$ cat config.mk
export PLATFORM = sky130hd
export DESIGN_NAME = spi_frame_dispatch
export DESIGN_NICKNAME = d
export VERILOG_FILES = /design/src/rtl/spi_dispatch_pkg.sv /design/src/rtl/spi_dispatch_timeout.sv /design/src/rtl/spi_frame_dispatch.sv
export SDC_FILE = /design/constraint.sdc
export NUM_CORES = 1
export LEC_CHECK = 0
export CORE_UTILIZATION = 45
export DETAILED_ROUTE_END_ITERATION = 7
export DONT_BUFFER_PORTS = 1
export GPL_TIMING_DRIVEN = 0
export PLACE_DENSITY = 0.6
export SETUP_SLACK_MARGIN = 0.15
export SLEW_MARGIN = 20
export SYNTH_ARGS = -nofsm -noshare
export SYNTH_HDL_FRONTEND = slang
export SYNTH_SLANG_ARGS = --single-unit
$ cat constraint.sdc
create_clock -name axis_aclk -period 7.3 [get_ports axis_aclk]
set_clock_uncertainty 0.2 [all_clocks]
set_input_delay 1.46 -clock axis_aclk [delete_from_list [all_inputs] [get_ports axis_aclk]]
set_output_delay 1.46 -clock axis_aclk [all_outputs]
set_load 0.05 [all_outputs]
$ cat src/rtl/spi_dispatch_pkg.sv
// Shared encodings for spi_frame_dispatch: FSM states and HDR destination field.
// SPI_DISPATCH_CHKSUM_EN adds the CHK state.
package spi_dispatch_pkg;

  localparam int unsigned HdrDestLsb = 0;
  localparam int unsigned HdrDestW   = 3;

  typedef enum logic [2:0] {
    StIdle    = 3'd0,
    StLen     = 3'd1,
    StPayload = 3'd2,
`ifdef SPI_DISPATCH_CHKSUM_EN
    StChk     = 3'd3,
`endif
    StDrop    = 3'd4
  } state_e;

endpackage

$ cat src/rtl/spi_dispatch_timeout.sv
// Idle-cycle counter for the frame parser: cleared on handshakes or when not running,
// and raises o_expire in the cycle it sits at TIMEOUT_CYCLES-1 with another idle tick.
module spi_dispatch_timeout #(
  parameter int unsigned TIMEOUT_CYCLES = 1024
) (
  input  logic i_clk,
  input  logic i_rst,
  input  logic i_run,
  input  logic i_clear,
  input  logic i_tick,
  output logic o_expire
);

  localparam int unsigned CntW = $clog2(TIMEOUT_CYCLES + 1);
  localparam logic [CntW-1:0] LastVal = CntW'(TIMEOUT_CYCLES - 1);

  logic [CntW-1:0] r_count;

  assign o_expire = i_run && i_tick && !i_clear && (r_count == LastVal);

  always_ff @(posedge i_clk) begin
    if (i_rst || !i_run || i_clear) begin
      r_count <= '0;
    end else if (i_tick && (r_count != LastVal)) begin
      r_count <= r_count + 1'b1;
    end
  end

endmodule

$ cat src/rtl/spi_frame_dispatch.sv
// Parses [HDR][LEN][payload][CHK] frames from an SPI byte stream and routes the payload
// to one of NUM_DEST ports. Define SPI_DISPATCH_CHKSUM_EN to enable the XOR checksum byte.
module spi_frame_dispatch
  import spi_dispatch_pkg::*;
#(
  parameter int unsigned NUM_DEST       = 4,
  parameter int unsigned TIMEOUT_CYCLES = 1024
) (
  input  logic                axis_aclk,
  input  logic                axis_areset,
  input  logic [7:0]          s_axis_tdata,
  input  logic                s_axis_tvalid,
  output logic                s_axis_tready,
  input  logic                s_axis_tlast,
  output logic [7:0]          m_axis_tdata,
  output logic [NUM_DEST-1:0] m_axis_tvalid,
  input  logic [NUM_DEST-1:0] m_axis_tready,
  output logic                m_axis_tlast,
  output logic                frame_done,
  output logic                err_dest,
  output logic                err_chk,
  output logic                err_timeout
);

`ifdef SPI_DISPATCH_CHKSUM_EN
  localparam state_e StFrameEnd = StChk;
`else
  localparam state_e StFrameEnd = StIdle;
`endif

  state_e              r_state;
  logic [HdrDestW-1:0] r_dest;
  logic [7:0]          r_len;
  logic [7:0]          r_cnt;
  logic                r_drop;
  logic                r_frame_done;
  logic                r_err_dest;
  logic                r_err_timeout;

  logic                w_in_payload;
  logic                w_dest_ready;
  logic                w_hs;
  logic                w_expire;
  logic                w_last_byte;
  logic                w_dest_bad;
  logic                w_run;
  logic                w_idle_tick;
  logic [HdrDestW-1:0] w_hdr_dest;
  logic                w_unused;

  assign w_unused     = s_axis_tlast;
  assign w_in_payload = (r_state == StPayload) && !axis_areset;
  assign w_hdr_dest   = s_axis_tdata[HdrDestLsb +: HdrDestW];
  assign w_dest_bad   = 32'(w_hdr_dest) >= NUM_DEST;
  assign w_last_byte  = (r_cnt == r_len - 8'd1);

  always_comb begin
    w_dest_ready  = 1'b0;
    m_axis_tvalid = '0;
    for (int i = 0; i < NUM_DEST; i++) begin
      if (r_dest == HdrDestW'(i)) begin
        w_dest_ready     = m_axis_tready[i];
        m_axis_tvalid[i] = w_in_payload && s_axis_tvalid;
      end
    end
  end

  // Only PAYLOAD can backpressure; every other state sinks bytes unconditionally.
  assign s_axis_tready = !axis_areset && (w_in_payload ? w_dest_ready : 1'b1);
  assign w_hs          = s_axis_tvalid && s_axis_tready;
  assign m_axis_tdata  = w_in_payload ? s_axis_tdata : 8'h00;
  assign m_axis_tlast  = w_in_payload && w_last_byte;
  assign frame_done    = r_frame_done && !axis_areset;
  assign err_dest      = r_err_dest && !axis_areset;
  assign err_timeout   = r_err_timeout && !axis_areset;

  assign w_run       = (r_state != StIdle);
  assign w_idle_tick = !s_axis_tvalid;

  spi_dispatch_timeout #(
    .TIMEOUT_CYCLES(TIMEOUT_CYCLES)
  ) u_timeout (
    .i_clk   (axis_aclk),
    .i_rst   (axis_areset),
    .i_run   (w_run),
    .i_clear (w_hs),
    .i_tick  (w_idle_tick),
    .o_expire(w_expire)
  );

`ifdef SPI_DISPATCH_CHKSUM_EN
  logic [7:0] r_xor;
  logic       r_err_chk;

  assign err_chk = r_err_chk && !axis_areset;

  always_ff @(posedge axis_aclk) begin
    if (axis_areset) begin
      r_xor <= 8'h00;
    end else if (w_hs) begin
      r_xor <= (r_state == StIdle) ? s_axis_tdata : (r_xor ^ s_axis_tdata);
    end
  end
`else
  assign err_chk = 1'b0;
`endif

  always_ff @(posedge axis_aclk) begin
    if (axis_areset) begin
      r_state       <= StIdle;
      r_dest        <= '0;
      r_len         <= 8'h00;
      r_cnt         <= 8'h00;
      r_drop        <= 1'b0;
      r_frame_done  <= 1'b0;
      r_err_dest    <= 1'b0;
      r_err_timeout <= 1'b0;
`ifdef SPI_DISPATCH_CHKSUM_EN
      r_err_chk     <= 1'b0;
`endif
    end else begin
      r_frame_done  <= 1'b0;
      r_err_dest    <= 1'b0;
      r_err_timeout <= 1'b0;
`ifdef SPI_DISPATCH_CHKSUM_EN
      r_err_chk     <= 1'b0;
`endif
      if (w_expire) begin
        r_err_timeout <= 1'b1;
        r_state       <= StIdle;
      end else if (w_hs) begin
        unique case (r_state)
          StIdle: begin
            r_dest     <= w_hdr_dest;
            r_drop     <= w_dest_bad;
            r_err_dest <= w_dest_bad;
            r_state    <= StLen;
          end
          StLen: begin
            r_len <= s_axis_tdata;
            r_cnt <= 8'h00;
            if (s_axis_tdata == 8'h00) begin
              r_state <= StFrameEnd;
`ifndef SPI_DISPATCH_CHKSUM_EN
              r_frame_done <= !r_drop;
`endif
            end else if (r_drop) begin
              r_state <= StDrop;
            end else begin
              r_state <= StPayload;
            end
          end
          StPayload, StDrop: begin
            r_cnt <= r_cnt + 8'd1;
            if (w_last_byte) begin
              r_state <= StFrameEnd;
`ifndef SPI_DISPATCH_CHKSUM_EN
              r_frame_done <= !r_drop;
`endif
            end
          end
`ifdef SPI_DISPATCH_CHKSUM_EN
          StChk: begin
            r_state <= StIdle;
            if ((r_xor ^ s_axis_tdata) == 8'h00) begin
              r_frame_done <= !r_drop;
            end else begin
              r_err_chk <= 1'b1;
            end
          end
`endif
          default: r_state <= StIdle;
        endcase
      end
    end
  end

endmodule
# Word level (Yosys, flattened, before mapping)

Index checks and enable logic that the tools add are counted.

Bits in latches: 0
Memories kept: 0
Bits in writable memories: 0
Output and inout bits: 18
Register bits after elaboration: 37
ROM bits: 0

Equality and inequality tests: 10
Add/sub/neg operators: 3
Multipliers: 0
Multiplexer cells: 19
Bitwise operators: 3
Magnitude comparators: 1
Div/mod/pow operators: 0
Shift-type cells: 0
Reduce and logical (&&, ||, !) cells: 32

Operator list:

| cell                                                                       | number |
|---|---|
| 8-bit case mux with 2 select lines                                         | 1 |
| 1-bit logical AND                                                          | 12 |
| 1-bit 2-to-1 mux                                                           | 12 |
| 11-bit by 1-bit adder with 11-bit output (second input constant)           | 1 |
| 11-bit by 10-bit equality test with 1-bit output (second input constant)   | 1 |
| 11-bit by 10-bit inequality test with 1-bit output (second input constant) | 1 |
| 3-bit by 2-bit equality test with 1-bit output (second input constant)     | 3 |
| 3-bit 2-to-1 mux                                                           | 3 |
| 3-bit case mux with 3 select lines                                         | 1 |
| 3-bit AND reduction                                                        | 3 |
| 8-bit by 1-bit adder with 8-bit output (second input constant)             | 1 |
| 8-bit equality test                                                        | 1 |
| 8-bit logical NOT                                                          | 1 |
| 8-bit 2-to-1 mux                                                           | 1 |
| 8-bit by 1-bit subtractor with 8-bit output (second input constant)        | 1 |
| 3-bit by 1-bit equality test with 1-bit output (second input constant)     | 2 |
| 3-bit logical NOT                                                          | 2 |
| 1-bit logical NOT                                                          | 5 |
| 2-bit OR reduction                                                         | 2 |
| 4-bit OR reduction                                                         | 1 |
| 3-bit equality test (second input constant)                                | 1 |
| 3-bit greater-or-equal comparator (second input constant)                  | 1 |
| 1-bit NOT                                                                  | 3 |
| 3-bit nonzero test                                                         | 1 |
| other kinds (6)                                                            | 7 |

# Logic depth before layout (Yosys ltp)

Depth after elaboration: 13
Mapped depth: 10

# Modules after synthesis

A second synthesis with hierarchy kept.

Cells, all modules: 249
Area total of the unflattened synthesis: 2159.6 µm²

Modules (own cells, without submodules):

| module               | times used | area each (µm²) | cells an instance | seq. area each (µm²) |
|---|---|---|---|---|
| spi_frame_dispatch   | 1          | 1602.8          | 189               | 520.5 |
| spi_dispatch_timeout | 1          | 556.8           | 60                | 220.2 |

# Least setup slack after synthesis

Ideal clock, no wire load.

Kind: input to output
Start point: input axis_areset
End point: output m_axis_tvalid[0]
Data arrival time: 3.260 ns
Slack: 2.380 ns
Path buffers: 1
Data required time: 5.640 ns
Cell stages on the path: 4
Cell sequence: buf_2 nor2_1 nand2_1 nor4_1

Word-level cells in the longest chain between the ends: 4

Ends and longest elaborated chain:

| element           | line                     | RTL |
|---|---|---|
| from (decl)       | spi_frame_dispatch.sv:10 | `input logic axis_areset,` |
| 1-bit logical NOT | spi_frame_dispatch.sv:52 | `assign w_in_payload = (r_state == StPayload) && !axis_areset;` |
| 1-bit logical AND | spi_frame_dispatch.sv:52 |  |
| 1-bit logical AND | spi_frame_dispatch.sv:63 | `m_axis_tvalid[i] = w_in_payload && s_axis_tvalid;` |
| 1-bit 2-to-1 mux  | spi_frame_dispatch.sv:61 | `if (r_dest == HdrDestW'(i)) begin` |
| to (decl)         | spi_frame_dispatch.sv:16 | `output logic [NUM_DEST-1:0] m_axis_tvalid,` |

Every way passes these cells.

# Final worst setup path

Start point: register r_len[0]
End point: output m_axis_tlast

Word-level cells in the longest chain between the ends: 3

Ends and longest elaborated chain:

| element                                     | line                      | RTL |
|---|---|---|
| from (decl)                                 | spi_frame_dispatch.sv:33  | `logic [7:0] r_len;` |
| from (signal assigned)                      | spi_frame_dispatch.sv:140 | `r_len <= s_axis_tdata;` |
| 8-bit by 1-bit subtractor with 8-bit output | spi_frame_dispatch.sv:55  | `assign w_last_byte = (r_cnt == r_len - 8'd1);` |
| 8-bit equality test                         | spi_frame_dispatch.sv:55  |  |
| 1-bit logical AND                           | spi_frame_dispatch.sv:72  | `assign m_axis_tlast = w_in_payload && w_last_byte;` |
| to (decl)                                   | spi_frame_dispatch.sv:18  | `output logic m_axis_tlast,` |

Every way passes these cells.

==> results.sh <==
export IMPL_status="finished, violations left"
export IMPL_violations="design-rule violations"
export IMPL_placedCellCount=307
export IMPL_drtPass1Iterations=6
export IMPL_yosys_area_share_xor_xnor_pct=8.693
export IMPL_grt_max_degree=12
export IMPL_clock_latency_ns=0.29
export IMPL_drv_cap=0
export IMPL_antenna_found_initial=0
export IMPL_synth_area_per_cell_um2=8.330
export IMPL_rsz0062_at_grt="false"
export IMPL_root_buffer="clkbuf_8"
export IMPL_synth_seq_area_share_pct=35.01
export IMPL_layout_commonest_cell="nor2_1"
export IMPL_numCtsBuffers=5
export IMPL_clockBufferDepth=2
export IMPL_clkSlewWorstSetupHoldPaths_ns=0.07
export IMPL_r2r_end="r_frame_done"
export IMPL_gr_total_overflow=0
export IMPL_diodes=0
export IMPL_arrival_ns=3.04
export IMPL_worst_slack_ns=2.600
export IMPL_drt_vias_per_instance=5.492
export IMPL_nFillCells=444
export IMPL_p_leak_nw=0.8534
export IMPL_p_per_area_mw_per_mm2=167.1
export IMPL_relSlewSlack_pct=32.72
export IMPL_hold_buffers=0
export IMPL_vias=1730
export IMPL_post_place_ws_ns=2.727
export IMPL_r2r_start="r_len[0]"
export IMPL_synth_top_family_by_area="simple AND/OR/NAND/NOR gates"
export IMPL_hold_start="r_drop"
export IMPL_worstPathMaxFanout=8
export IMPL_start_util_pct=47.61
export IMPL_drt_initial_drc_count=127
export IMPL_min_to="r_frame_done"
export IMPL_worst_ep_required_time_ns=5.64
export IMPL_postCtsSetupBuffers=0
export IMPL_tightest_slew_ns=1.007
export IMPL_htreeDepth=2
export IMPL_async_flop_share_pct=0
export IMPL_io_buffers=0
export IMPL_cts_num_sinks=37
export IMPL_synth_edf_count=0
export IMPL_yosys_mux_area_fraction_pct=8.043
export IMPL_synthAdderAreaFrac_pct=1.774
export IMPL_drc=13
export IMPL_ys_ff_latch=37
export IMPL_hold_viol=0
export IMPL_hold_path_depth=1
export IMPL_grtUsageTotal_pct=19.40
export IMPL_grt_pass1_wl_mm=7.521
export IMPL_core_area_mm2=0.004444
export IMPL_area_sequential_um2=740.7
export IMPL_grt_pass1_vias=1580
export IMPL_hold_class="flip-flop to flip-flop"
export IMPL_drv_slew=0
export IMPL_syn_inst=254
export IMPL_yosysUniqueCellTypes=48
export IMPL_multi_input_area_mm2=0.001294
export IMPL_fin_crit_ns=4.700
export IMPL_r2r_cells=10
export IMPL_layout_drive_gt1_share_pct=9.125
export IMPL_ir_drop_uv=98.79
export IMPL_period_share_pct=64.39
export IMPL_synth_compound_area_share_pct=9.994
export IMPL_finalSetupViolations=0
export IMPL_area_growth_pct=8.102
export IMPL_pin_count=34
export IMPL_routabilityCongestion=0.7759
export IMPL_dieHeight_um=70.57
export IMPL_hpwl_mm=3.299
export IMPL_num_rows=24
export IMPL_final_cells=315
export IMPL_mostFrequentLayoutCells="nor2_1 (38), dfxtp_1 (37), mux2i_1 (17)"
export IMPL_crit_path_end_kind="output port"
export IMPL_fmax_mhz=212.8
export IMPL_startpoint_type="flip-flop"
export IMPL_totalNegativeSetupSlack_ns=0
export IMPL_synth_fp_nets=273
export IMPL_ff2ff_setup_slack_ns=4.34
export IMPL_synth_area_mm2=0.002116
export IMPL_cts_resized=0
export IMPL_ys_warnings_count=0
export IMPL_drt_wirelength_per_cell_um=14.03
export IMPL_die_w_um=70.57
export IMPL_cts_tree="yes"
export IMPL_routed_wl_mm=4.418
export IMPL_synthFlopType="dfxtp_1"
export IMPL_yosys_area_share_simple_pct=31.70
export IMPL_nets=281
export IMPL_die_area_mm2=0.004980
export IMPL_criticalPathCategory="flip-flop to output port"
export IMPL_antenna_left=0
flip-flops by register name, indices dropped and copies added, names as in the netlist:
| signal | cells |
|---|---|
| r_cnt | 8 |
| r_dest | 3 |
| r_drop | 1 |
| r_err_dest | 1 |
| r_err_timeout | 1 |
| r_frame_done | 1 |
| r_len | 8 |
| r_state | 3 |
| u_timeout.r_count | 11 |
routing by layer:
metal	track usage (%)	vias up	wire length, um
li1	-	895	-
met1	25.60	783	2231
met2	29.45	44	1843
met3	7.265	8	286
met4	6.444	0	56
met5	0	-	0
critical path: stages, from the launching register on:
cell and delay [ns]:
dfxtp_1 0.32, clkbuf_1 0.26, inv_1 0.08, ha_1 0.20, clkbuf_1 0.19, o21bai_1 0.20, a2111oi_0 0.42, a311oi_1 0.11
a2111oi_2 0.47, and2_1 0.51
metrics by stage:
stage | utilization (%) | hold slack [ns] | area (um^2) | total power, W
finish | 51.46 | 0.3046 | 2287 | 0.0003822
global route | 51.46 | 0.3205 | 2287 | 0.0004012
CTS | 51.46 | 0.2870 | 2287 | 0.0003876
detailed placement | 49.61 | 0.2757 | 2205 | 0.0002484
global placement | 49.07 | 0.2790 | 2181 | 0.0002478
floorplan | - | 0.2315 | 2116 | 0.0002418
final cells by class:
type	instances	area share, %
timing repair buffer	1	0.3282
inverter	8	1.313
buffer	14	2.954
sequential	37	32.39
clock buffer	6	3.173
multi-input combinational	195	56.56
clock inverter	2	0.4376
tap	52	2.845
power breakdown:
group,switching (W),leakage (nW),internal (W),total (W)
Sequential,0.00000326,0.299,0.000205,0.000208
Combinational,0.0000224,0.509,0.0000133,0.0000357
Clock,0.0000724,0.0450,0.0000662,0.000139
Total,0.0000980,0.853,0.000284,0.000382
cells by family (layout without fill, tap and decap cells):
logic type / count (synthesis) / after routing
compound gates: 32 / 32
flops: 37 / 37
xor+xnor: 21 / 21
fa+ha+maj: 3 / 3
simple gates: 121 / 121
other cells: 1 / 1
mux: 17 / 17
buf+inv: 22 / 31
cell usage after synthesis (all sizes together) (2+ instances only):
cell | number | area share [%]
xnor2 | 9 | 3.7
o311ai | 2 | 0.83
o21ai | 9 | 2.1
nor2b | 4 | 1.2
nand4 | 3 | 0.89
o21a | 2 | 0.71
a2111oi | 2 | 1.1
inv | 8 | 1.4
nor3 | 10 | 2.9
a41oi | 2 | 0.83
clkbuf | 9 | 1.6
nand2 | 11 | 2.0
nor2 | 40 | 7.3
and3 | 7 | 2.1
nand3b | 2 | 0.71
buf | 5 | 1.6
or3b | 6 | 2.6
xor2 | 12 | 5.0
and2 | 11 | 3.3
nand2b | 4 | 1.5
nand3 | 8 | 1.9
mux2i | 17 | 8.0
and4 | 2 | 0.83
or3 | 4 | 1.4
ha | 3 | 1.8
dfxtp | 37 | 35
nor4 | 4 | 1.2
a21oi | 10 | 2.4
worst max-delay path by stage:
stage	from	to	slack [ns]	cells after the start
finish	r_len[0]	m_axis_tlast	2.60	9
floorplan	axis_areset	m_axis_tvalid[0]	2.38	4
CTS	r_len[0]	m_axis_tlast	2.57	9
global route	r_len[0]	m_axis_tlast	2.40	9
detailed placement	axis_areset	m_axis_tvalid[3]	2.73	5
global placement	axis_areset	m_axis_tvalid[0]	2.26	4
Note: power is estimated with default switching activity, not from simulation.
